==> src/rtl/load_store_unit_if.sv <==
`default_nettype none
// +----------------------------------------------------------------------------+
// | load_store_unit_if                                                         |
// | Request, data-memory and writeback bundle for load_store_unit.             |
// | Rev 1.0                                                                    |
// +----------------------------------------------------------------------------+
interface load_store_unit_if;
  logic       req_valid;
  logic       req_ready;
  logic       req_is_store;
  logic [7:0] base_addr;
  logic [7:0] offset;
  logic [7:0] store_data;
  logic [2:0] dest_reg;

  logic       enable_write;
  logic       enable_read;
  logic [7:0] ram_addr;
  logic [7:0] write_data;
  logic [7:0] read_data;

  logic       wb_valid;
  logic       wb_is_load;
  logic [7:0] wb_data;
  logic [2:0] wb_reg;
  logic       wb_wrap;

  modport slave (
    input  req_valid, req_is_store, base_addr, offset, store_data, dest_reg, read_data,
    output req_ready, enable_write, enable_read, ram_addr, write_data,
           wb_valid, wb_is_load, wb_data, wb_reg, wb_wrap
  );

  modport master (
    output req_valid, req_is_store, base_addr, offset, store_data, dest_reg, read_data,
    input  req_ready, enable_write, enable_read, ram_addr, write_data,
           wb_valid, wb_is_load, wb_data, wb_reg, wb_wrap
  );
endinterface
`default_nettype wire

==> src/rtl/load_store_unit.sv <==
`default_nettype none
// +----------------------------------------------------------------------------+
// | load_store_unit                                                            |
// | Three-state (IDLE/ACCESS/DONE) load/store sequencer for an 8-bit memory.   |
// | Optional LSU_STORE_FWD_EN: last-store buffer forwarding to matching loads. |
// | Rev 1.0                                                                    |
// +----------------------------------------------------------------------------+
module load_store_unit (
  input  logic              clk,
  input  logic              reset,
  load_store_unit_if.slave  lsu_bus
);

  localparam logic [1:0] S_IDLE   = 2'd0;
  localparam logic [1:0] S_ACCESS = 2'd1;
  localparam logic [1:0] S_DONE   = 2'd2;

  logic [1:0] state_q;
  logic [1:0] state_d;

  logic       is_store_q;
  logic       wrap_q;
  logic [2:0] dest_q;
  logic [7:0] ram_addr_q;
  logic [7:0] write_data_q;
  logic [7:0] wb_data_q;
  logic [2:0] wb_reg_q;
  logic       wb_is_load_q;
  logic       wb_wrap_q;

  logic [8:0] w_sum;
  logic       w_hs;
  logic       w_fwd_hit;
  logic [7:0] w_fwd_data;
  logic       w_req_ready;
  logic       w_en_wr;
  logic       w_en_rd;
  logic       w_wb_valid;

  assign w_sum = {1'b0, lsu_bus.base_addr} + {1'b0, lsu_bus.offset};
  assign w_hs  = lsu_bus.req_valid && (state_q == S_IDLE);

`ifdef LSU_STORE_FWD_EN
  logic       sb_valid_q;
  logic [7:0] sb_addr_q;
  logic [7:0] sb_data_q;

  always_ff @(posedge clk or posedge reset) begin
    if (reset) begin
      sb_valid_q <= 1'b0;
      sb_addr_q  <= 8'h00;
      sb_data_q  <= 8'h00;
    end else if ((state_q == S_ACCESS) && is_store_q) begin
      sb_valid_q <= 1'b1;
      sb_addr_q  <= ram_addr_q;
      sb_data_q  <= write_data_q;
    end
  end

  assign w_fwd_hit  = !lsu_bus.req_is_store && sb_valid_q && (sb_addr_q == w_sum[7:0]);
  assign w_fwd_data = sb_data_q;
`else
  assign w_fwd_hit  = 1'b0;
  assign w_fwd_data = 8'h00;
`endif

  always_ff @(posedge clk or posedge reset) begin
    if (reset) begin
      state_q <= S_IDLE;
    end else begin
      state_q <= state_d;
    end
  end

  always_comb begin
    state_d = state_q;
    case (state_q)
      S_IDLE:   if (w_hs) state_d = w_fwd_hit ? S_DONE : S_ACCESS;
      S_ACCESS: state_d = S_DONE;
      S_DONE:   state_d = S_IDLE;
      default:  state_d = S_IDLE;
    endcase
  end

  // req_ready is masked by reset so it reads 0 for the whole reset pulse.
  always_comb begin
    w_req_ready = (state_q == S_IDLE) && !reset;
    w_en_wr     = (state_q == S_ACCESS) && is_store_q;
    w_en_rd     = (state_q == S_ACCESS) && !is_store_q;
    w_wb_valid  = (state_q == S_DONE);
  end

  always_ff @(posedge clk or posedge reset) begin
    if (reset) begin
      is_store_q   <= 1'b0;
      wrap_q       <= 1'b0;
      dest_q       <= 3'd0;
      ram_addr_q   <= 8'h00;
      write_data_q <= 8'h00;
      wb_data_q    <= 8'h00;
      wb_reg_q     <= 3'd0;
      wb_is_load_q <= 1'b0;
      wb_wrap_q    <= 1'b0;
    end else if (w_hs) begin
      is_store_q <= lsu_bus.req_is_store;
      wrap_q     <= w_sum[8];
      dest_q     <= lsu_bus.dest_reg;
      if (w_fwd_hit) begin
        // Forwarded load completes straight from the buffer; memory outputs keep their old values.
        wb_data_q    <= w_fwd_data;
        wb_reg_q     <= lsu_bus.dest_reg;
        wb_is_load_q <= 1'b1;
        wb_wrap_q    <= w_sum[8];
      end else begin
        ram_addr_q <= w_sum[7:0];
        if (lsu_bus.req_is_store) begin
          write_data_q <= lsu_bus.store_data;
        end
      end
    end else if (state_q == S_ACCESS) begin
      wb_is_load_q <= !is_store_q;
      wb_data_q    <= is_store_q ? write_data_q : lsu_bus.read_data;
      wb_reg_q     <= is_store_q ? 3'd0 : dest_q;
      wb_wrap_q    <= wrap_q;
    end
  end

  assign lsu_bus.req_ready    = w_req_ready;
  assign lsu_bus.enable_write = w_en_wr;
  assign lsu_bus.enable_read  = w_en_rd;
  assign lsu_bus.ram_addr     = ram_addr_q;
  assign lsu_bus.write_data   = write_data_q;
  assign lsu_bus.wb_valid     = w_wb_valid;
  assign lsu_bus.wb_is_load   = wb_is_load_q;
  assign lsu_bus.wb_data      = wb_data_q;
  assign lsu_bus.wb_reg       = wb_reg_q;
  assign lsu_bus.wb_wrap      = wb_wrap_q;

endmodule
`default_nettype wire

==> src/flat_wrapper.sv <==
// flat-port wrapper written by rule: the top's interface ports become plain ports
module load_store_unit_flat 
  (clk, reset, lsu_bus_req_valid, lsu_bus_req_is_store, lsu_bus_base_addr, lsu_bus_offset, lsu_bus_store_data, lsu_bus_dest_reg, lsu_bus_read_data, lsu_bus_req_ready, lsu_bus_enable_write, lsu_bus_enable_read, lsu_bus_ram_addr, lsu_bus_write_data, lsu_bus_wb_valid, lsu_bus_wb_is_load, lsu_bus_wb_data, lsu_bus_wb_reg, lsu_bus_wb_wrap);
  load_store_unit_if lsu_bus_i ();
  input  logic clk;
  input  logic reset;
  input wire logic [$bits(lsu_bus_i.req_valid)-1:0] lsu_bus_req_valid;
  input wire logic [$bits(lsu_bus_i.req_is_store)-1:0] lsu_bus_req_is_store;
  input wire logic [$bits(lsu_bus_i.base_addr)-1:0] lsu_bus_base_addr;
  input wire logic [$bits(lsu_bus_i.offset)-1:0] lsu_bus_offset;
  input wire logic [$bits(lsu_bus_i.store_data)-1:0] lsu_bus_store_data;
  input wire logic [$bits(lsu_bus_i.dest_reg)-1:0] lsu_bus_dest_reg;
  input wire logic [$bits(lsu_bus_i.read_data)-1:0] lsu_bus_read_data;
  output wire logic [$bits(lsu_bus_i.req_ready)-1:0] lsu_bus_req_ready;
  output wire logic [$bits(lsu_bus_i.enable_write)-1:0] lsu_bus_enable_write;
  output wire logic [$bits(lsu_bus_i.enable_read)-1:0] lsu_bus_enable_read;
  output wire logic [$bits(lsu_bus_i.ram_addr)-1:0] lsu_bus_ram_addr;
  output wire logic [$bits(lsu_bus_i.write_data)-1:0] lsu_bus_write_data;
  output wire logic [$bits(lsu_bus_i.wb_valid)-1:0] lsu_bus_wb_valid;
  output wire logic [$bits(lsu_bus_i.wb_is_load)-1:0] lsu_bus_wb_is_load;
  output wire logic [$bits(lsu_bus_i.wb_data)-1:0] lsu_bus_wb_data;
  output wire logic [$bits(lsu_bus_i.wb_reg)-1:0] lsu_bus_wb_reg;
  output wire logic [$bits(lsu_bus_i.wb_wrap)-1:0] lsu_bus_wb_wrap;
  assign lsu_bus_i.req_valid = lsu_bus_req_valid;
  assign lsu_bus_i.req_is_store = lsu_bus_req_is_store;
  assign lsu_bus_i.base_addr = lsu_bus_base_addr;
  assign lsu_bus_i.offset = lsu_bus_offset;
  assign lsu_bus_i.store_data = lsu_bus_store_data;
  assign lsu_bus_i.dest_reg = lsu_bus_dest_reg;
  assign lsu_bus_i.read_data = lsu_bus_read_data;
  assign lsu_bus_req_ready = lsu_bus_i.req_ready;
  assign lsu_bus_enable_write = lsu_bus_i.enable_write;
  assign lsu_bus_enable_read = lsu_bus_i.enable_read;
  assign lsu_bus_ram_addr = lsu_bus_i.ram_addr;
  assign lsu_bus_write_data = lsu_bus_i.write_data;
  assign lsu_bus_wb_valid = lsu_bus_i.wb_valid;
  assign lsu_bus_wb_is_load = lsu_bus_i.wb_is_load;
  assign lsu_bus_wb_data = lsu_bus_i.wb_data;
  assign lsu_bus_wb_reg = lsu_bus_i.wb_reg;
  assign lsu_bus_wb_wrap = lsu_bus_i.wb_wrap;
  load_store_unit u_core (.clk(clk), .reset(reset), .lsu_bus(lsu_bus_i));
endmodule
==> config.mk <==
export PLATFORM = sky130hd
export DESIGN_NAME = load_store_unit_flat
export DESIGN_NICKNAME = d
export VERILOG_FILES = /design/src/rtl/load_store_unit_if.sv /design/src/rtl/load_store_unit.sv /design/src/flat_wrapper.sv
export SDC_FILE = /design/constraint.sdc
export NUM_CORES = 1
export LEC_CHECK = 0
export ABC_CLOCK_PERIOD_IN_PS = 2210
export CAP_MARGIN = 20
export CELL_PAD_IN_SITES_DETAIL_PLACEMENT = 0
export CELL_PAD_IN_SITES_GLOBAL_PLACEMENT = 2
export CORE_UTILIZATION = 27
export CTS_BUF_LIST = sky130_fd_sc_hd__clkbuf_2
export DETAILED_ROUTE_END_ITERATION = 7
export GPL_TIMING_DRIVEN = 0
export PLACE_DENSITY = 0.85
export RECOVER_POWER = 100
export SYNTH_ARGS = -nofsm -noshare
export SYNTH_HDL_FRONTEND = slang
export SYNTH_SLANG_ARGS = --single-unit
==> constraint.sdc <==
create_clock -name clk -period 2.21 [get_ports clk]
set_input_delay 0.221 -clock clk [delete_from_list [all_inputs] [get_ports clk]]
set_output_delay 0.221 -clock clk [all_outputs]
set_load 0.005 [all_outputs]
==> impl_metrics.csv <==
group,metric,value,unit
sta,setup_viol,0,
final_layout,fillers,672,
clock_network,cts-root-to-sink-buffers,2,
setup_path,crit_path_start_kind,"flip-flop",
setup_path,max_stage_delay,580,ps
setup_path,worst_setup_path_class,"reg2out",
clock_network,clk-insertion-delay-late,380,ps
synth,syn_area_per_cell,10.6,um2
clock_network,cts_bufs_inserted,5,
die,die_h,84.2,um
grt,grt.met3_usage,4.33,%
power,p_per_area,831,nW/um2
sta,rsz0062_at_grt,"no",
synth,yosysWarningCount,0,
power,ir_worst_vdd,0.254,mV
final_layout,seqCellArea,902,um2
synth,synth_top_area_cell,"dfrtp_1",
clock_network,cts.sink_count,36,
setup_path,worst-path-max-fanout,8,
synth,yosys_register_bits,36,
clock_network,clk_transition_reported_paths,180,ps
routing,route.detailed.drc,10,
place,routability_cong,0.845,
setup_path,rrSetupSlack,230,ps
die,std_cell_rows,29,
grt,gr-total-overflow,0,
min_path,hold-path-cell-count,3,
sta,timing.clock.skew,11.1,ps
routing,drt-total-wl,4260,um
run_status,run_status,"complete, but fails checks",
clock_network,clock_tree_from_tritoncts,"built",
place,place.port_buffers,71,
setup_path,r2r.worst_path.cells,6,
sta,fin_ws,212,ps
synth,synth.most_common_cell,"dfrtp_1",
min_path,hold_start,"lsu_bus_dest_reg[0]",
setup_path,crit_path_cell_trace,"nand2b_2 -> nor2_1 -> dlygate4sd3_1",
place,dp_hpwl,3200,um
sta,timing.slew.headroom,7.21,%
setup_path,critPathArrivalTime,1780,ps
clock_network,htree_levels,2,
sta,fmax,501,MHz
synth,yosysUniqueCellTypes,39,
setup_path,worst-endpoint-required,1990,ps
sta,post-route-min-period,2000,ps
die,floorplan.die.width,84.2,um
grt,grt_util_met2,21.2,%
routing,dr_total_vias,1519,
grt,number_of_global_route_vias_before_repair,1506,
die,start_util,28.4,%
min_path,min_to,"u_core.dest_q[0]$_DFFE_PP0N_",
flow_run,max_cap_violations,0,
grt,antenna_found_initial,0,
routing,via_density_per_instance,4.66,
run_status,failed_checks,"DRC",
clock_network,postCtsSetupBuffers,0,
routing,antenna_left,0,
grt,met1_routing_resource_usage_after_global_routing,16.0,%
grt,track_usage,13.0,%
routing,drc_marker_count_from_the_first_detailed_route_iteration,87,
die,pin_count,72,
routing,drt_first_pass_iters,5,
setup_path,regToRegEndpoint,"u_core.lsu_bus.write_data[2]$_DFFE_PP0P_",
sta,final_min_period_over_clock_period,90.4,%
setup_path,setup.worst_path.end_class,"output port",
die,placeableCoreArea,6420,um2
final_layout,area_growth,45.6,%
synth,ys_seq_area_share,49.3,%
power,total_power,0.00221,W
final_layout,drive_above_1_share,6.02,%
setup_path,worst_r2r_startpoint,"u_core.state_q[0]$_DFFE_PP0P_",
synth,synth_flop_cell,"dfrtp_1",
synth,synth_largest_type_area_fraction,49.3,%
place,pre_cts_ws,-80.8,ps
clock_network,cts.root.buffer_cell,"clkbuf_2",
final_layout,finish.net_count,296,
sta,slew_viol_final,0,
sta,final_hold_viol_count,0,
setup_path,critical-path-slowest-cell,"dlygate4sd3_1",
die,die_area,7090,um2
min_path,class_of_the_tightest_hold_or_removal_check,"in2reg",
synth,synthTopCellsByArea,"dfrtp_1 49%, mux2_4 6.6%, nand2_1 6.6%, ha_1 5.5%, o21ai_0 5.2%",
synth,synthCells,172,
synth,synth_enable_flop_cells,0,
grt,grt-busiest-layer,"met2",
grt,first_pass_grt_wire_length,7140,um
routing,wl_per_cell,13.1,um
synth,synth_nets,220,
synth,synthesis.area,1830,um2
grt,grt_max_degree,37,
sta,tns,0,ps
final_layout,multi_input_comb_area,821,um2
synth,synthArstFlopShare,100,%
synth,ys_top_cells_by_count,"36 x dfrtp_1, 32 x nand2_1, 19 x o21ai_0",
final_layout,insertedDiodeCount,0,
sta,worst_pin_slew,1390,ps
power,cellLeakagePower,1.19,nW
==> layer usage <==
| layer | vias to the layer above | routed length [um] |
|---|---|---|
| met5 | - | 0 |
| met4 | 0 | 59 |
| met3 | 4 | 289 |
| met2 | 48 | 2030 |
| met1 | 709 | 1880 |
| li1 | 758 | - |
==> where the power goes <==
part	switching [W]	internal, W	total, W
clock	0.000219	0.000195	0.000414
sequential	0.000140	0.000868	0.00101
combinational	0.000298	0.000488	0.000787
total	0.000657	0.00155	0.00221
==> kinds of logic after synthesis <==
kind of cell	after synthesis	share of synthesized area [%]
AO/OA/AOI/OAI	40	13.6
XOR/XNOR	2	0.960
adder cells (fa/ha/maj)	9	6.58
buffers and inverters	14	4.45
flip-flops	36	49.3
multiplexers	17	11.6
AND/OR/NAND/NOR	54	13.5
==> critical path: cells and delay by family, from the launching register on <==
family	cells	cell delay (ps)
and+or+nand+nor	2	390
buffers and inverters	1	580
DFF	1	430
==> placed cells by master (no fill, tap or decap), types with 2 or more instances in the layout <==
cell type        synthesis  final
nor3_1                   4      4
a21o_1                   4      4
dfrtp_1                 36     35
a21oi_1                  4      4
dlygate4sd3_1            0     34
o21ai_0                 19     19
clkbuf_1                 5      6
mux2_1                   0      6
nand2_1                 32     32
clkbuf_2                 0      6
a2111oi_0                2      2
ha_1                     8      8
mux2i_1                  8      8
nor2_1                   5      5
a211oi_1                 4      4
and2_0                   0      2
mux2_4                   8      2
nand2b_1                 4      3
clkdlybuf4s50_1          0     37
o2111ai_1                2      2
inv_1                    4      4
==> cell type report <==
cell class | count | area share, %
sequential | 36 | 33.9
multi-input combinational | 122 | 30.9
timing repair buffer | 71 | 26.7
tap | 77 | 3.63
buffer | 7 | 1.60
clock inverter | 2 | 1.32
clock buffer | 6 | 1.13
inverter | 5 | 0.753
==> metrics by stage <==
step	cells	util (%)	hold WS [ps]	area, um2
after floorplan	172	-	326	1830
after global placement	320	41.0	461	2630
after detailed placement	320	41.0	465	2630
after CTS	327	41.9	311	2690
after global routing	326	41.4	304	2660
final	326	41.4	348	2660
==> worst max path at each step <==
| stage | startpoint | endpoint | slack [ps] |
|---|---|---|---|
| 2_1_floorplan | lsu_bus_offset[0] | u_core.wrap_q$_DFFE_PP0N_ | 510 |
| 3_3_place_gp | lsu_bus_offset[0] | u_core.wrap_q$_DFFE_PP0N_ | -90 |
| 3_5_place_dp | lsu_bus_offset[0] | u_core.wrap_q$_DFFE_PP0N_ | -80 |
| 4_1_cts | u_core.is_store_q$_DFFE_PP0N_ | lsu_bus_enable_write | 20 |
| 5_1_grt | u_core.state_q[0]$_DFFE_PP0P_ | u_core.lsu_bus.write_data[2]$_DFFE_PP0P_ | 30 |
| 6_report | u_core.state_q[1]$_DFFE_PP0P_ | lsu_bus_enable_read | 210 |
==> repair_timing <==
item                                    CTS  global route
endpoints found under the setup margin    2             1
pin swaps                                 0             0
gates cloned                              0             0
hold buffers                              0             0
resized for setup                         0             2
Note: power is estimated with default switching activity, not from simulation.
==> variant (same flow settings) <==
The option `LSU_STORE_FWD_EN` is turned on by a define.
--- a/src/rtl/load_store_unit.sv
+++ b/src/rtl/load_store_unit.sv
@@ -5,6 +5,8 @@
 // | Optional LSU_STORE_FWD_EN: last-store buffer forwarding to matching loads. |
 // | Rev 1.0                                                                    |
 // +----------------------------------------------------------------------------+
+`define LSU_STORE_FWD_EN
+
 module load_store_unit (
   input  logic              clk,
   input  logic              reset,
Behaviour: not the same (Yosys sat finds a counterexample within 10 cycles, from zero or initial values and one cycle with reset high).
==> variant against the unedited design <==
- the flow finishes with violations (negative setup slack)
- synthesized area grew 49%
- register-to-register slack lost 0.31 ns
- count of clock-buffer cells in the layout shrank 1
- worst setup slack lost 0.38 ns
- wire length grew 59%
- final area grew 56%
- sequential cell count grew 17
- total power grew 76%
- fmax shrank 16%
- critical endpoint is now u_core.lsu_bus.wb_data[4]
- largest cell class is now multi-input gates
- largest power group is now combinational logic
==> variant: results (changes against the unedited design) <==
1st-iter DRT viols 57 (was 87); Synth cell types 44 (was 39); CP Launch Point lsu_bus_base_addr[2] (was u_core.state_q[1]); XOR/XNOR share of the synthesized area 0.04362 (was 0.009596); largest cells by area after synthesis dfrtp_1 49%, mux2_1 14%, ha_1 3.7%, mux2i_1 3.3%, mux2_2 3.3% (was dfrtp_1 49%, mux2_4 6.6%, nand2_1 6.6%, ha_1 5.5%, o21ai_0 5.2%); Worst Slack Setup Final -0.1647 ns (was 0.2121 ns); fin cells 457 (was 326); RR Startpoint u_core.sb_addr_q[1] (was u_core.state_q[0]); final setup vio count 21 (was 0); Post-synth top cells 53 x dfrtp_1, 34 x mux2_1, 24 x nand2_1 (was 36 x dfrtp_1, 32 x nand2_1, 19 x o21ai_0); Worst EP arrival 2.72 ns (was 1.78 ns); NumNets Final 371 (was 296); failing checks negative setup slack (was design-rule violations); CP max FO 5 (was 8); Worst R2R Setup Slack -0.08 ns (was 0.23 ns); post-synthesis compound-gate area fraction 0.09734 (was 0.1357); post-synthesis sequential area ratio 0.4867 (was 0.4935); met3 usage in global routing 0.02873 (was 0.04326); drt wl/cell 14.78 um (was 13.07 um); status finished with violations (unchanged); GPL Wtd Cong 0.6854 (was 0.8445); mux contribution to synthesized area 0.2066 (was 0.1158); Hold Path End u_core.lsu_bus.ram_addr[0] (was u_core.dest_q[0]); clock skew 0.01136 ns (was 0.01113 ns); Clk power 370 uW (was 414 uW); Placed Cells incl. Taps 425 (was 320); Max VDD drop 0.2561 mV (was 0.2541 mV); area of the multi-input gates 1577 um2 (was 820.8 um2); internal power 2.616 mW (was 1.551 mW); largest net degree at the start of global routing 29 (was 37); Final Power 3.877 mW (was 2.208 mW); Setup TNS Final -2.262 ns (was 0 ns); met1 usage 0.1845 (was 0.1602); CP max stage cell clkdlybuf4s50_1 (was dlygate4sd3_1); max incr delay on CP 0.50 ns (was 0.58 ns); number of global-route vias before repair 2094 (was 1506); hold path startpoint lsu_bus_offset[0] (was lsu_bus_dest_reg[0]); wl on met1 3.076 mm (was 1.884 mm); R2R depth 8 (was 6); worst slack at placement -1.203 ns (was -0.08075 ns); share of layout cells above drive strength 1 0.2778 (was 0.06024); syn nets 268 (was 220); placed cell area 3694 um2 (was 2633 um2); Clock Pin Slew Worst Setup and Hold Paths 0.26 ns (was 0.18 ns); worst-skew pair later-pin latency 0.42 ns (was 0.38 ns); via count 2031 (was 1519); DRT Pass-1 Iters 4 (was 5); DPL Wire Length 4.631 mm (was 3.201 mm)
==> variant: cell types whose count changed in the layout (fill, tap and decap cells not counted), moves of 5 or more <==
| cell | change |
|---|---|
| clkdlybuf4s50_1 | -7 |
| buf_6 | +10 |
| mux2_1 | +11 |
| dfrtp_1 | +17 |
| o21ai_0 | -9 |
| nand2_1 | -9 |
| mux2_4 | +15 |
| buf_4 | +13 |
| nor2b_1 | +5 |
| mux2_2 | +7 |
==> variant: repair_timing <==
action                                  4_1_cts  5_1_grt
endpoints found under the setup margin       34       23
pin swaps                                    16        8
resized for setup                            52       10
cloned                                        2        0
buffers inserted                             17        8
==> variant: cell type report <==
class                      count  share of cell area
clock buffer                   5            0.006035
tap                          133             0.04013
multi-input combinational    157              0.3802
buffer                         6             0.01147
sequential                    53              0.3202
inverter                       4            0.005431
clock inverter                 3            0.003017
timing repair buffer          96              0.2336
